[src/rtl/muldiv_multi_cycle.sv]
`timescale 1ns/1ps
`default_nettype none
// ============================================================================
// Module   : muldiv_multi_cycle
// Brief    : Iterative RV32M/RV64M multiply/divide unit, one bit per clock
//            (shift-add multiply, restoring divide), start/busy/done handshake.
// Revision : 1.0
// ============================================================================
module muldiv_multi_cycle #(
    parameter int XLEN = 32
) (
    input  logic            clk,
    input  logic            rst,
    input  logic            start,
    input  logic            kill,
    input  logic [2:0]      func3,
    input  logic [XLEN-1:0] a,
    input  logic [XLEN-1:0] b,
    output logic            busy,
    output logic            done,
    output logic [XLEN-1:0] result
);

    localparam int              c_CW   = $clog2(XLEN) + 1;
    localparam logic [c_CW-1:0] c_LAST = c_CW'(XLEN - 1);
    localparam logic [c_CW-1:0] c_ONE  = c_CW'(1);
    localparam logic [XLEN-1:0] c_MIN  = {1'b1, {(XLEN-1){1'b0}}};
    localparam logic [XLEN-1:0] c_ONES = '1;

    typedef enum logic [1:0] {
        S_IDLE = 2'd0,
        S_CALC = 2'd1,
        S_DONE = 2'd2
    } state_t;

    state_t r_state;
    state_t w_state_nxt;

    logic [2*XLEN-1:0] r_acc;
    logic [XLEN-1:0]   r_opnd;
    logic [2:0]        r_func3;
    logic              r_a_neg;
    logic              r_b_neg;
    logic [c_CW-1:0]   r_cnt;
    logic [XLEN-1:0]   r_result;

    // ------------------------------------------------------------------
    // Accept-time decode: operand signs, magnitudes and early-out cases
    // ------------------------------------------------------------------
    logic            w_accept;
    logic            w_in_div;
    logic            w_a_sgn;
    logic            w_b_sgn;
    logic            w_a_neg;
    logic            w_b_neg;
    logic [XLEN-1:0] w_abs_a;
    logic [XLEN-1:0] w_abs_b;
    logic            w_b_zero;
    logic            w_ovf;
    logic            w_special;
    logic [XLEN-1:0] w_special_res;

    assign w_accept = start && (r_state != S_CALC);
    assign w_in_div = func3[2];
    assign w_a_sgn  = (func3 == 3'b001) || (func3 == 3'b010) ||
                      (func3 == 3'b100) || (func3 == 3'b110);
    assign w_b_sgn  = (func3 == 3'b001) || (func3 == 3'b100) || (func3 == 3'b110);
    assign w_a_neg  = w_a_sgn && a[XLEN-1];
    assign w_b_neg  = w_b_sgn && b[XLEN-1];
    assign w_abs_a  = w_a_neg ? -a : a;
    assign w_abs_b  = w_b_neg ? -b : b;
    assign w_b_zero = (b == '0);
    assign w_ovf    = (a == c_MIN) && (b == c_ONES);

    always_comb begin
        w_special     = 1'b0;
        w_special_res = '0;
        if (w_in_div) begin
            if (w_b_zero) begin
                w_special     = 1'b1;
                w_special_res = func3[1] ? a : c_ONES;
            end else if (w_ovf && !func3[0]) begin
                w_special     = 1'b1;
                w_special_res = func3[1] ? '0 : a;
            end
        end
    end

    // ------------------------------------------------------------------
    // One iteration of multiply or divide on the shared accumulator
    // ------------------------------------------------------------------
    logic [XLEN-1:0]   w_hi;
    logic [XLEN-1:0]   w_lo;
    logic [XLEN:0]     w_sum;
    logic [XLEN:0]     w_add;
    logic [2*XLEN-1:0] w_mul_nxt;
    logic [XLEN:0]     w_shrem;
    logic [XLEN:0]     w_trial;
    logic              w_ge;
    logic [XLEN-1:0]   w_rem_nxt;
    logic [2*XLEN-1:0] w_div_nxt;
    logic [2*XLEN-1:0] w_acc_nxt;
    logic              w_last;

    assign w_hi      = r_acc[2*XLEN-1:XLEN];
    assign w_lo      = r_acc[XLEN-1:0];
    assign w_sum     = {1'b0, w_hi} + {1'b0, r_opnd};
    assign w_add     = w_lo[0] ? w_sum : {1'b0, w_hi};
    assign w_mul_nxt = {w_add, w_lo[XLEN-1:1]};

    // The shifted partial remainder may carry into bit XLEN; that case is
    // always large enough to subtract, so only the borrow of the low part matters.
    assign w_shrem   = {w_hi, w_lo[XLEN-1]};
    assign w_trial   = w_shrem - {1'b0, r_opnd};
    assign w_ge      = w_shrem[XLEN] | ~w_trial[XLEN];
    assign w_rem_nxt = w_ge ? w_trial[XLEN-1:0] : w_shrem[XLEN-1:0];
    assign w_div_nxt = {w_rem_nxt, w_lo[XLEN-2:0], w_ge};

    assign w_acc_nxt = r_func3[2] ? w_div_nxt : w_mul_nxt;
    assign w_last    = (r_cnt == c_LAST);

    // ------------------------------------------------------------------
    // Sign correction and output select on the final iteration's value
    // ------------------------------------------------------------------
    logic [2*XLEN-1:0] w_prod;
    logic [XLEN-1:0]   w_nxt_hi;
    logic [XLEN-1:0]   w_nxt_lo;
    logic [XLEN-1:0]   w_quot;
    logic [XLEN-1:0]   w_remd;
    logic [XLEN-1:0]   w_final;

    assign w_nxt_hi = w_acc_nxt[2*XLEN-1:XLEN];
    assign w_nxt_lo = w_acc_nxt[XLEN-1:0];
    assign w_prod   = (r_a_neg ^ r_b_neg) ? -w_acc_nxt : w_acc_nxt;
    assign w_quot   = (r_a_neg ^ r_b_neg) ? -w_nxt_lo : w_nxt_lo;
    assign w_remd   = r_a_neg ? -w_nxt_hi : w_nxt_hi;

    always_comb begin
        w_final = '0;
        case (r_func3)
            3'b000:                 w_final = w_prod[XLEN-1:0];
            3'b001, 3'b010, 3'b011: w_final = w_prod[2*XLEN-1:XLEN];
            3'b100, 3'b101:         w_final = w_quot;
            default:                w_final = w_remd;
        endcase
    end

    // ------------------------------------------------------------------
    // Control FSM
    // ------------------------------------------------------------------
    always_ff @(posedge clk or negedge rst) begin
        if (!rst) begin
            r_state <= S_IDLE;
        end else begin
            r_state <= w_state_nxt;
        end
    end

    always_comb begin
        w_state_nxt = r_state;
        busy        = 1'b0;
        done        = 1'b0;
        case (r_state)
            S_IDLE: begin
                if (start) begin
                    w_state_nxt = w_special ? S_DONE : S_CALC;
                end
            end
            S_CALC: begin
                busy = 1'b1;
                // Abort wins even on the completing iteration.
                if (kill) begin
                    w_state_nxt = S_IDLE;
                end else if (w_last) begin
                    w_state_nxt = S_DONE;
                end
            end
            S_DONE: begin
                done = 1'b1;
                if (start) begin
                    w_state_nxt = w_special ? S_DONE : S_CALC;
                end else begin
                    w_state_nxt = S_IDLE;
                end
            end
            default: begin
                w_state_nxt = S_IDLE;
            end
        endcase
    end

    // ------------------------------------------------------------------
    // Datapath registers
    // ------------------------------------------------------------------
    always_ff @(posedge clk or negedge rst) begin
        if (!rst) begin
            r_acc    <= '0;
            r_opnd   <= '0;
            r_func3  <= '0;
            r_a_neg  <= 1'b0;
            r_b_neg  <= 1'b0;
            r_cnt    <= '0;
            r_result <= '0;
        end else if (w_accept) begin
            r_func3 <= func3;
            r_a_neg <= w_a_neg;
            r_b_neg <= w_b_neg;
            r_cnt   <= '0;
            // Divide: dividend in the low half, divisor held aside.
            // Multiply: multiplier in the low half, multiplicand held aside.
            r_acc   <= w_in_div ? {{XLEN{1'b0}}, w_abs_a} : {{XLEN{1'b0}}, w_abs_b};
            r_opnd  <= w_in_div ? w_abs_b : w_abs_a;
            if (w_special) begin
                r_result <= w_special_res;
            end
        end else if ((r_state == S_CALC) && !kill) begin
            r_acc <= w_acc_nxt;
            r_cnt <= r_cnt + c_ONE;
            if (w_last) begin
                r_result <= w_final;
            end
        end
    end

    assign result = r_result;

endmodule
`default_nettype wire

[config.mk]
export PLATFORM = sky130hd
export DESIGN_NAME = muldiv_multi_cycle
export DESIGN_NICKNAME = d
export VERILOG_FILES = /design/src/rtl/muldiv_multi_cycle.sv
export SDC_FILE = /design/constraint.sdc
export NUM_CORES = 1
export LEC_CHECK = 0
export CELL_PAD_IN_SITES_DETAIL_PLACEMENT = 0
export CELL_PAD_IN_SITES_GLOBAL_PLACEMENT = 1
export CORE_ASPECT_RATIO = 1.1
export CORE_UTILIZATION = 41
export CTS_CLUSTER_DIAMETER = 60
export DETAILED_ROUTE_END_ITERATION = 10
export MAX_ROUTING_LAYER = met4
export PLACE_DENSITY = 0.79
export SYNTH_ARGS = -nofsm -noshare
export SYNTH_HDL_FRONTEND = slang
export SYNTH_SLANG_ARGS = --single-unit
[constraint.sdc]
create_clock -name clk -period 4.53 [get_ports clk]
set_clock_uncertainty 0.05 [all_clocks]
set_input_delay 0.906 -clock clk [delete_from_list [all_inputs] [get_ports clk]]
set_output_delay 0.906 -clock clk [all_outputs]
set_load 0.01 [all_outputs]
Yosys cells after proc, flatten, opt, wreduce, memory -nomap -nowiden. Index checks and enable logic that the tools add are counted.

Bits in registers: 141. Input bits: 71. Output and inout bits: 34.

Add/subtract/negate cells: 8. Equality and inequality tests: 18. Muxes and demuxes: 35. Bitwise operators: 3. Reductions and logical operators: 22.

Operators by type and width (number): 32-bit 2-to-1 mux (16); 64-bit 2-to-1 mux (4); 32-bit negator (4); 32-bit one-hot mux with 3 select lines (1); 32-bit equality test (second input constant) (2); 64-bit negator (1); 32-bit by 32-bit adder with 33-bit output (1); 33-bit 2-to-1 mux (1); 33-bit by 32-bit subtractor with 33-bit output (1); 32-bit zero test (1); 3-bit equality test (second input constant) (4); 6-bit 2-to-1 mux (2); 2-bit 2-to-1 mux (5); 3-bit by 2-bit equality test with 1-bit output (second input constant) (3); 6-bit by 1-bit adder with 6-bit output (second input constant) (1); 3-bit by 1-bit equality test with 1-bit output (second input constant) (2); 6-bit by 5-bit equality test with 1-bit output (second input constant) (1); 1-bit logical AND (6); 2-bit one-hot mux with 3 select lines (1); 1-bit logical OR (5); 1-bit 2-to-1 mux (5); 2-bit by 1-bit != test with 1-bit output (second input constant) (2); 2-bit nonzero test (2); 3-bit zero test (1); 13 further kinds (14).

Depth between registers and ports, before layout. Gate-level depths: netlist (run 1).

Depth in word-level cells: 11. Mapped depth: 25.

Worst setup path before layout (run 1). No wires, ideal clock.

Path type: reg2reg. Start: reg r_acc[31]. End: reg r_result[30], in the netlist result[30]. Library setup time: 0.123 ns. Arrival: 4.800 ns. Path slack: -0.443 ns. Cell stages (with the launch flop): 26. Path buffers: 3. Period minus slack after synthesis: 4.973 ns. Cell sequence: dfrtp_1 -> inv_1 -> ha_1 -> fa_1 -> nand2b_1 -> a21o_1 -> o21a_1 -> o211a_4 -> a21oi_2 -> buf_4 -> clkbuf_1 -> clkbuf_1 -> a21oi_1 -> ha_1 -> o211ai_1 -> nor3_1 -> nand4_1 -> nor2_1 -> a21oi_1 -> xor2_1 -> nor4_1 -> a221oi_1 -> nand3_1 -> a41o_1 -> a211oi_1 -> o21ai_1.

Longest elaborated chain between the ends: 11. Elaborated cells on any way between the ends: 15.

RTL lines: start, declared (line 39) `logic [2*XLEN-1:0] r_acc;`; start signal, assigned (line 211) `r_acc <= w_in_div ? {{XLEN{1'b0}}, w_abs_a} : {{XLEN{1'b0}}, w_abs_b};`; start signal, assigned (line 217) `r_acc <= w_acc_nxt;`; 33-bit by 32-bit subtractor with 33-bit output (line 114) `assign w_trial = w_shrem - {1'b0, r_opnd};`; 1-bit inverter (line 115) `assign w_ge = w_shrem[XLEN] | ~w_trial[XLEN];`; 1-bit bitwise OR (line 115); 32-bit 2-to-1 mux (line 116) `assign w_rem_nxt = w_ge ? w_trial[XLEN-1:0] : w_shrem[XLEN-1:0];`; 64-bit 2-to-1 mux * (line 119) `assign w_acc_nxt = r_func3[2] ? w_div_nxt : w_mul_nxt;`; 64-bit negator or 32-bit negator (tied branches) (line 134, 136); 64-bit 2-to-1 mux or 32-bit 2-to-1 mux (tied branches) (line 134, 136); 32-bit one-hot mux with 3 select lines * (line 140) `case (r_func3)`; 32-bit 2-to-1 mux * (line 219) `if (w_last) begin`; 32-bit 2-to-1 mux * (line 216) `end else if ((r_state == S_CALC) && !kill) begin`; 32-bit 2-to-1 mux * (line 204) `end else if (w_accept) begin`; end signal, assigned (line 214) `r_result <= w_special_res;`; end signal, assigned (line 220) `r_result <= w_final;`; end, declared (line 45) `logic [XLEN-1:0] r_result;`.

Every way passes the cells marked *; elsewhere a longest branch is shown, timed or not. The select of a mux whose other input is x is not followed. A chain may end at the register's enable or synchronous reset.

Worst setup path in the final report (run 1).
Start: reg r_opnd[0]. End: reg r_result[27], in the netlist result[27].

Longest elaborated chain between the ends: 11. Elaborated cells on any way between the ends: 17.

RTL lines: start, declared (line 40) `logic [XLEN-1:0] r_opnd;`; start signal, assigned (line 212) `r_opnd <= w_in_div ? w_abs_b : w_abs_a;`; 33-bit by 32-bit subtractor with 33-bit output (line 114); 1-bit inverter (line 115); 1-bit bitwise OR (line 115); 32-bit 2-to-1 mux (line 116); 64-bit 2-to-1 mux * (line 119); 64-bit negator or 32-bit negator (tied branches) (line 134, 136); 64-bit 2-to-1 mux or 32-bit 2-to-1 mux (tied branches) (line 134, 136); 32-bit one-hot mux with 3 select lines * (line 140); 32-bit 2-to-1 mux * (line 219); 32-bit 2-to-1 mux * (line 216); 32-bit 2-to-1 mux * (line 204).

Marked as above.

==> flow_metrics.tcl, run 1 <==
set metrics [dict create \
    status "completed" \
    synthToLayoutAreaGrowth_pct 40.0 \
    num-fill-cells 3622 \
    p_switching_mw 8.24 \
    clkPwrFrac 0.093 \
    finalNetCount 2770 \
    synth-seq-area-share 0.222 \
    reg2reg_depth 21 \
    p_leak_nw 9.44 \
    grt_remaining_overflow 0 \
    yosysMostFrequentCell "nand2_1" \
    die_h_um 208 \
    grt_usage 0.371 \
    crit_chain "ha_2, fa_2, a21o_4, buf_6, a221oi_2, buf_4, buf_6, xnor2_1, mux2i_1, nor2_1, a221o_2, buf_4, buf_6, buf_4, nor2_4, nand4_1, or3_4, or2_4, o21ai_4, o221a_2, o21ai_1" \
    dieArea_um2 39500 \
    grt_pass1_vias 18210 \
    cts_hold_buffers 0 \
    hold_viol 0 \
    post-route-period-util 0.995 \
    r2r-end "result[27]$_DFFE_PN0P_" \
    numCtsBuffers 17 \
    root_buffer "clkbuf_16" \
    synth_area_per_cell_um2 7.37 \
    clock_path_buffers 2 \
    stdcell_count 3140 \
    syn_nets 2297 \
    ys_warn_count 0 \
    switching_share 0.500 \
    drv_slew 0 \
    yosysTopAreaCellShare 0.222 \
    remaining_drc_errors 0 \
    synthTopCellsByArea "dfrtp_1, o21ai_0, xnor2_1" \
    powerDensity_nw_per_um2 741 \
    ant_nets 0 \
    period_needed_ps 4510 \
    die_width_um 190 \
    totalWireLength_um 71900 \
    whs_ps 423 \
    p_int_mw 8.23 \
    r2r-start "r_opnd[0]$_DFFE_PN0P_" \
    rsz0062_at_grt "yes" \
    crit_start "r_opnd[0]$_DFFE_PN0P_" \
    crit_path_max_incr_delay_ps 470 \
    critPathArrivalTime_ps 4800 \
    power_mw 16.5 \
    regToRegSetupSlack_ps 20 \
    setup_viol 0 \
    multiInputGateArea_um2 12400 \
    cp_max_fo 4 \
    grt_pass1_wl_um 108000 \
    cts_tree "built" \
    crit_end "result[27]$_DFFE_PN0P_" \
    slowest_stage "or3_4" \
    synth_top_cell_by_area "dfrtp_1" \
    routed_via_density 6.03 \
    gp_congestion 0.982 \
    rows 75 \
    placed_cells 3074 \
    place_hpwl_um 57100 \
    synthDistinctLibCells 92 \
    finalSetupTns_ps 0 \
    cts_max_level 4 \
    async_flop_share 1.00 \
    drv_cap 0 \
    antenna_cells 0 \
    pwr-share-comb 0.791 \
    clock.fmax_mhz 222 \
    portBuffers 104 \
    setup.worst_path.start_class "register" \
    synth_commonest_cells "nand2_1, nor2_1, o21ai_0, a21oi_1, dfrtp_1" \
    wl_per_cell_um 22.9 \
    vdd_drop_max_mv 0.402 \
    syn_inst 2154 \
    worst_slew_pin_slew_ps 1220 \
    worstSkewPairLatency_ps 470 \
    synthFlopType "dfrtp_1" \
    core_um2 38200 \
    clock-sinks 141 \
    drive_gt1_frac 0.262 \
    path_class "register to register" \
    cp.required_ps 4820 \
    io_pins 105 \
    worstSetupEndpointType "register" \
    max_slew_margin 0.179 \
    grt_max_degree 79 \
    p_seq_frac 0.116 \
    dr.pass1.iters 5 \
    seq_area_um2 3540 \
    start_util 0.416 \
    clkTransAtPathRegs_ps 70 \
    route.vias.total 18926 \
    dr.first_iter.drc_count 1783 \
    synth_edf_count 0 \
    synthesis.area_um2 15900 \
    hp-class "input pin to asynchronous set/reset pin" \
    ys_seq_elements 141 \
    antenna_found_initial 2 \
]
==> kinds of logic after synthesis <==
kind of cell	count (synthesis)	share of synthesized area
xor gates and xnor gates	187	0.103
DFF	141	0.222
muxes	49	0.0310
AOI/OAI and AO/OA	758	0.312
adders and majority gates	72	0.0577
and+or+nand+nor	748	0.224
buffers and inverters	199	0.0500
==> state kept, by name, summed over array words and instances (netlist names) <==
register,flops
r_cnt,6
r_a_neg,1
result,32
r_acc,64
r_opnd,32
r_func3,3
r_state,2
r_b_neg,1
==> critical path, delay by kind of cell, from the launching register on <==
family | cells | cell delay (ps)
adder cells (fa/ha/maj) | 2 | 560
multiplexers | 1 | 140
buffers and inverters | 6 | 810
flip-flops | 1 | 410
AO/OA/AOI/OAI | 6 | 1250
AND/OR/NAND/NOR | 5 | 1100
XOR/XNOR | 1 | 50
==> metrics by stage <==
| step | worst slack, ps | utilization | instance area (um^2) |
|---|---|---|---|
| global placement | -925 | 0.538 | 20500 |
| detailed placement | -866 | 0.538 | 20500 |
| floorplan | -161 | - | 16000 |
| global route | -164 | 0.582 | 22200 |
| finish | 22.8 | 0.582 | 22200 |
| CTS | -23.6 | 0.564 | 21500 |
==> worst min path at each step <==
stage                                  end  slack (ps)  cells past startpoint
floorplan           r_opnd[13]$_DFFE_PN0P_         430                      2
global placement     result[9]$_DFFE_PN0P_         420                      2
detailed placement   result[1]$_DFFE_PN0P_         430                      1
CTS                  result[1]$_DFFE_PN0P_         450                      1
global route         result[7]$_DFFE_PN0P_         470                      1
finish               r_acc[58]$_DFFE_PN0P_         420                      1
==> layout by cell type, fill, tap and decap left out, types with 56 or more instances in the layout <==
master / instances
buf_4: 471
nand2_1: 239
a21oi_1: 178
nor3_1: 56
o21ai_0: 188
nor2_1: 218
clkdlybuf4s50_1: 102
dfrtp_1: 136
inv_1: 59
xor2_1: 78
xnor2_1: 106
==> power groups by stage <==
stage,logic (mW),clock network [mW],registers (mW)
floorplan,6.18,0,1.86
finish,13.0,1.53,1.91
global placement,11.3,0,1.89
global route,13.9,1.58,1.95
detailed placement,11.3,0,1.90
CTS,11.9,1.53,1.89
==> final cells by class <==
cell class / instances / area share
inverters: 63 / 0.0106
repair buffers: 589 / 0.216
flip-flops and latches: 141 / 0.159
well taps: 500 / 0.0281
multi-input cells: 1815 / 0.559
clock inverters: 15 / 0.00794
clock buffers: 17 / 0.0191
==> routing by layer <==
layer  vias to the layer above  GRT usage  share of wire
met1                      9074      0.475           0.43
li1                       8928          -              -
met5                         -          -              0
met3                       131     0.0422          0.063
met2                       793      0.596           0.47
met4                         0      0.146          0.038
==> what timing repair did <==
item                       in CTS  in global routing
pin swaps                      29                 48
setup endpoints to repair      23                 27
buffers inserted               13                 20
gates resized for setup        55                108
gates cloned                    0                  1
No activity file was read; power rests on OpenSTA's default activity.
==> run 2: changes to the inputs <==
CORE_ASPECT_RATIO = 0.5   (was 1.1)
SKIP_LAST_GASP = 1   (was not set)
==> flow_metrics.tcl, run 2 (same netlist as run 1, synthesis figures left out) <==
set metrics [dict create \
    die_width_um 280 \
    worstSkewPairLatency_ps 460 \
    gp_congestion 0.998 \
    route.vias.total 18612 \
    crit_chain "buf_6, ha_4, fa_2, nand2b_4, a21o_4, buf_6, o21ai_4, a31oi_4, and2_4, buf_6, a21oi_4, ha_4, inv_2, nor4_4, or2b_1, nor3_2, buf_4, buf_12, a41oi_4, xnor2_2, a221oi_2, o21ai_1" \
    p_switching_mw 8.31 \
    grt_pass1_vias 17239 \
    post-route-util 0.575 \
    setup.worst_path.start_class "register" \
    core_um2 37800 \
    start_util 0.420 \
    final_common_cell "buf_4" \
    numCtsBuffers 17 \
    dr.first_iter.drc_count 1944 \
    hold_viol 0 \
    switching_share 0.511 \
    cp.required_ps 4820 \
    finish.instance_area_um2 21700 \
    cp_max_fo 5 \
    routed_via_density 5.99 \
    cts_max_level 4 \
    pwr-share-comb 0.794 \
    antenna_found_initial 6 \
    post-route-period-util 1.01 \
    p_int_mw 7.96 \
    crit_path_max_incr_delay_ps 400 \
    synthToLayoutAreaGrowth_pct 36.8 \
    p_seq_frac 0.118 \
    path_class "register to register" \
    rsz0062_at_grt "yes" \
    dp_worst_setup_slack_ps -459 \
    worst_slew_pin_slew_ps 987 \
    layout_common_cells "buf_4, nand2_1, nor2_1" \
    place_hpwl_um 55800 \
    grt_pass1_wl_um 106000 \
    io_pins 105 \
    crit_start "r_opnd[0]$_DFFE_PN0P_" \
    period_needed_ps 4570 \
    dr.pass1.iters 5 \
    critPathArrivalTime_ps 4860 \
    rows 50 \
    worst_path_most_repeated_cell "buf_6" \
    clock_path_buffers 2 \
    postPlaceCellArea_um2 20100 \
    cts_tree "built" \
    setup_viol 5 \
    setup_slack_ps -41.0 \
    reg2reg_depth 22 \
    grt_usage 0.367 \
    clkTransAtPathRegs_ps 70 \
    stdcell_count 3106 \
    p_leak_nw 9.14 \
    largest_reg_flops 64 \
    drv_cap 0 \
    die_h_um 141 \
    root_buffer "clkbuf_16" \
    clock.fmax_mhz 219 \
    dieArea_um2 39600 \
    cts_hold_buffers 0 \
    vdd_drop_max_mv 0.406 \
    clkPwrFrac 0.088 \
    placed_cells 3039 \
    r2r-start "r_opnd[0]$_DFFE_PN0P_" \
    min_from "result[5]$_DFFE_PN0P_" \
    status "finished with violations" \
    worstHoldPathCells 1 \
    regMostFlops "r_acc" \
    grt_remaining_overflow 0 \
    drv_slew 0 \
    portBuffers 104 \
    remaining_drc_errors 0 \
    violations "negative setup slack" \
    grt_max_degree 88 \
    clock-sinks 141 \
    finalNetCount 2713 \
    worstSetupEndpointType "register" \
    slowest_stage "dfrtp_1" \
    ant_nets 0 \
    totalWireLength_um 71100 \
    wl_per_cell_um 22.9 \
    hp-class "register to register" \
    drive_gt1_frac 0.242 \
    max_slew_margin 0.342 \
    powerDensity_nw_per_um2 749 \
]
==> run 2: power by group through the flow <==
| stage | sequential, mW | clock, mW | combinational, mW |
|---|---|---|---|
| finish | 1.92 | 1.43 | 12.9 |
| global placement | 1.90 | 0 | 11.1 |
| floorplan | 1.86 | 0 | 6.18 |
| global route | 1.96 | 1.49 | 13.7 |
| CTS | 1.89 | 1.44 | 11.5 |
| detailed placement | 1.91 | 0 | 11.1 |
==> run 2: metrics by stage <==
step	TNS (ps)	hold WS (ps)	power [mW]
floorplan	-324	425	8.05
global placement	-2550	424	13.0
detailed placement	-3910	434	13.0
CTS	-41.8	449	14.8
global route	-2220	462	17.1
finish	-130	444	16.3
==> run 2: layout make-up <==
class                           instances  area, um^2
Antenna cell                            3        7.51
Clock buffer                           20         457
Clock inverter                         12         113
Fill cell                            3605       16100
Inverter                               63         236
Multi-Input combinational cell       1815       12400
Sequential cell                       141        3540
Tap cell                              520         651
Timing Repair Buffer                  532        4360
==> run 2: path summary, 6_finish.rpt <==
path	end	slack (ps)
min reg2reg	result[5]$_DFFE_PN0P_	440
max reg2reg	result[22]$_DFFE_PN0P_	-40
min in group asynchronous	result[3]$_DFFE_PN0P_	480
max	result[22]$_DFFE_PN0P_	-40
max in group asynchronous	result[17]$_DFFE_PN0P_	3050
min	result[5]$_DFFE_PN0P_	440
==> run 2: metal layers <==
layer / vias up / wire length [um] / global-route usage
met5: - / 0 / -
met4: 0 / 851 / 0.0670
met3: 63 / 9230 / 0.151
met2: 802 / 28500 / 0.496
met1: 8933 / 32500 / 0.506
li1: 8814 / - / -
==> run 2: worst max-delay path, delay by kind of cell (launching register included) <==
family                   cells  cell delay, ps
AO/OA/AOI/OAI                7            1260
AND/OR/NAND/NOR              5            1170
buffers and inverters        6             690
adder cells (fa/ha/maj)      3             660
flip-flops                   1             400
XOR/XNOR                     1             200
==> run 2: repair_timing <==
| item | 4_1_cts | 5_1_grt |
|---|---|---|
| cloned | 1 | 0 |
| gates resized for setup | 43 | 113 |
| pin swaps | 24 | 64 |
| buffers inserted | 8 | 24 |
| endpoints found under the setup margin | 21 | 25 |
